### src/rtl/mul_q16_16.sv
`default_nettype none
// ============================================================================
// mul_q16_16 : signed Q16.16 multiplier, combinational result plus a
//              one-cycle registered copy with valid and overflow flags.
// Revision   : 1.0
// ============================================================================
module mul_q16_16 #(
    parameter int WIDTH    = 32,
    parameter int FRAC     = 16,
    parameter int SATURATE = 0
) (
    input  logic             clk,
    input  logic             rst,
    input  logic [WIDTH-1:0] a,
    input  logic [WIDTH-1:0] b,
    input  logic             in_valid,
    output logic [WIDTH-1:0] val,
    output logic             ovf,
    output logic [WIDTH-1:0] out_val,
    output logic             out_ovf,
    output logic             out_valid
);

    localparam int c_PW   = 2 * WIDTH;
    localparam int c_TOPW = c_PW - (FRAC + WIDTH - 1);

    logic signed [c_PW-1:0]   w_a_ext;
    logic signed [c_PW-1:0]   w_b_ext;
    logic signed [c_PW-1:0]   w_prod;
    logic        [WIDTH-1:0]  w_trunc;
    logic        [c_TOPW-1:0] w_top;
    logic                     w_ovf;
    logic                     w_frac_unused;

    // Sign-extend first so the full 2*WIDTH product is exact.
    assign w_a_ext = {{WIDTH{a[WIDTH-1]}}, a};
    assign w_b_ext = {{WIDTH{b[WIDTH-1]}}, b};
    assign w_prod  = w_a_ext * w_b_ext;

    // Bit-slicing the product is an arithmetic shift: truncation toward -inf.
    assign w_trunc       = w_prod[FRAC+WIDTH-1:FRAC];
    assign w_top         = w_prod[c_PW-1:FRAC+WIDTH-1];
    assign w_ovf         = !((&w_top) || (~|w_top));
    assign w_frac_unused = ^w_prod[FRAC-1:0];

    generate
        if (SATURATE != 0) begin : g_sat
            always_comb begin
                val = w_trunc;
                if (w_ovf) begin
                    val = w_prod[c_PW-1] ? {1'b1, {(WIDTH-1){1'b0}}}
                                         : {1'b0, {(WIDTH-1){1'b1}}};
                end
            end
        end else begin : g_wrap
            assign val = w_trunc;
        end
    endgenerate

    assign ovf = w_ovf;

    always_ff @(posedge clk) begin
        if (rst) begin
            out_val   <= '0;
            out_ovf   <= 1'b0;
            out_valid <= 1'b0;
        end else begin
            out_val   <= val;
            out_ovf   <= ovf;
            out_valid <= in_valid;
        end
    end

endmodule
`default_nettype wire

### config.mk
export PLATFORM = sky130hd
export DESIGN_NAME = mul_q16_16
export DESIGN_NICKNAME = d
export VERILOG_FILES = /design/src/rtl/mul_q16_16.sv
export SDC_FILE = /design/constraint.sdc
export NUM_CORES = 2
export LEC_CHECK = 0
export CAP_MARGIN = 20
export CORE_MARGIN = 2
export CORE_UTILIZATION = 30
export DETAILED_ROUTE_END_ITERATION = 10
export SLEW_MARGIN = 20
export SYNTH_ARGS = -nofsm -noshare
export SYNTH_HDL_FRONTEND = slang
export SYNTH_SLANG_ARGS = --single-unit
### constraint.sdc
create_clock -name clk -period 24.5 [get_ports clk]
set_clock_uncertainty 0.2 [all_clocks]
set_input_delay 2.45 -clock clk [delete_from_list [all_inputs] [get_ports clk]]
set_output_delay 2.45 -clock clk [all_outputs]
set_load 0.01 [all_outputs]
==> flow_metrics.py <==
metrics = {
    "setup_path": {
        "path_max_fanout": 32,
        "critPathMaxStageDelay_ns": 0.90,
        "crit_type": "input port to output port",
        "crit_path_start": "b[2]",
        "start_kind": "input port",
        "cp.arrival_ns": 12.12,
        "cp_slowest_cell": "fa_1",
        "critPathCaptureType": "output port",
        "critical_path_required_ns": 21.85,
        "cpMostUsedCell": "fa_1",
    },
    "yosys": {
        "synth_edf_count": 0,
        "async_flop_share_pct": 0,
        "synth_cell_types": 71,
        "syn_nets": 5304,
        "yosysSeqAreaShare_pct": 1.83,
        "syn-cell-area_sq_um": 37300,
        "avgSynthCellArea_sq_um": 9.37,
        "yosysWarnings": 0,
        "synthFlopType": "dfxtp_1",
        "ys_seq_elements": 34,
        "syn-instance-count": 3976,
    },
    "route": {
        "first_pass_iters": 5,
        "wire_per_inst_um": 17.6,
        "routed_wirelength_um": 98200,
        "vias": 26200,
        "first_iter_violations": 1307,
        "ant_nets": 0,
        "drc": 0,
        "viasPerCell": 4.69,
    },
    "global_routing": {
        "grt_pass1_wl_um": 166000,
        "antenna_found_initial": 4,
        "grt_start_max_net_pins": 35,
        "first_global_vias": 30400,
        "grt_usage_pct": 16.4,
        "grt_overflow": 0,
    },
    "clocking": {
        "cts_tree": "done",
        "clkTransAtPathRegs_ns": 0.05,
        "cts.repair.resized": 0,
        "h-tree-depth": 2,
        "cts_sinks": 34,
        "numCtsBuffers": 5,
        "clockBufferDepth": 2,
        "cts-root-buf": "clkbuf_16",
        "postCtsSetupBuffers": 0,
        "ctsHoldBuffers": 0,
    },
    "place": {
        "placedCellCount": 5586,
        "gp_congestion": 0.891,
        "port_buffers": 133,
        "dp_hpwl_um": 82200,
    },
    "floorplanning": {
        "ios": 134,
        "fp.coreArea_sq_um": 123000,
        "initial_core_util_pct": 30.2,
        "fp.dieW_um": 356,
        "rows": 129,
        "dieArea_sq_um": 127000,
        "die_h_um": 356,
    },
    "worst_hold_path": {
        "hold-path-cell-count": 2,
        "hp-start": "in_valid",
        "hold_path.class": "input port to flip-flop",
    },
    "timing": {
        "setup_viol": 0,
        "worst_pin_slew_ns": 1.08,
        "rsz0062_at_grt": "no",
        "timing.final.crit_share_pct": 60.3,
        "period_minus_slack_ns": 14.77,
        "timing.setup.tns_ns": 0,
        "achievable-frequency_ghz": 0.0677,
        "hold_viol_final": 0,
        "maxSlewHeadroom_pct": 27.7,
        "slew_viol_final": 0,
        "fin_worst_hold_slack_ns": 2.53,
    },
    "final_layout": {
        "drive_gt1_share_pct": 2.60,
        "final_common_cell": "fa_1",
        "mostFrequentLayoutCells": "1081 x fa_1, 922 x inv_1, 539 x nand2_1, 507 x and2_1, 180 x ha_1",
        "layout.cells.non_filler": 5594,
        "area_growth_pct": 8.46,
        "nets": 5284,
        "antenna_cells": 0,
    },
    "outcome": {
        "status": "completed",
    },
    "job": {
        "drv_cap": 0,
    },
}
==> per-stage QoR <==
step / setup WS, ns / utilization [%] / area, sq um
2_1_floorplan: 11.53 / - / 37300
3_3_place_gp: 9.81 / 32.6 / 40200
3_5_place_dp: 9.65 / 32.6 / 40200
4_1_cts: 9.63 / 32.7 / 40400
5_1_grt: 9.07 / 32.7 / 40400
6_report: 9.73 / 32.7 / 40400
==> sequential cells by signal, summed over array words and instances, names as in the netlist <==
| signal | count |
|---|---|
| out_ovf | 1 |
| out_val | 32 |
| out_valid | 1 |
==> synth_stat cells (19+ instances only) <==
cell type	instances	area, sq um
xnor2_1	39	342
dfxtp_1	34	681
o21ai_0	41	205
clkbuf_1	208	781
fa_1	1081	21600
nand4_1	23	144
nor2_1	62	233
and2_1	507	3170
nand2_1	539	2020
nor2b_1	35	219
ha_1	180	2250
xor2_1	19	166
inv_1	922	3460
a21oi_1	83	415
==> routing by layer <==
| metal | part of all wire (%) | vias to the layer above | wire length, um | global-route usage [%] |
|---|---|---|---|---|
| met1 | 41 | 14100 | 40400 | 20.9 |
| met5 | 0.047 | - | 46 | 0 |
| li1 | - | 11400 | - | - |
| met4 | 2.1 | 8 | 2070 | 2.71 |
| met3 | 4.0 | 121 | 3930 | 1.52 |
| met2 | 53 | 605 | 51700 | 30.4 |
==> path summary, 6_finish.rpt <==
path | to
setup / recovery | ovf
hold / removal | out_valid
==> worst max-delay path, delay by kind of cell <==
family                   cells  cell delay, ns
AND/OR/NAND/NOR              4            1.13
XOR/XNOR                     1            0.18
AO/OA/AOI/OAI                6            1.28
buffers and inverters        6            2.12
adder cells (fa/ha/maj)      9            4.91
==> area by class of cell <==
cell class                      instances  area [sq um]
Clock buffer                            5           125
Clock inverter                          3          68.8
Fill cell                           12800         83100
Inverter                              922          3460
Multi-Input combinational cell       2800         32300
Sequential cell                        34           681
Tap cell                             1637          2050
Timing Repair Buffer                  193          1750
==> kinds of logic (layout without fill, tap and decap cells) <==
family	Yosys count	after routing	share of synthesized area, %
compound gates	224	224	3.84
buf+inv	1142	1123	11.5
fa+ha+maj	1261	1261	64.1
simple gates	1251	1251	17.1
mux	4	4	0.111
xor+xnor	60	60	1.45
flops	34	34	1.83
Power is left out: the tool's default activity adds up to more than one toggle a clock period on the data nets, which glitch-free logic cannot reach.
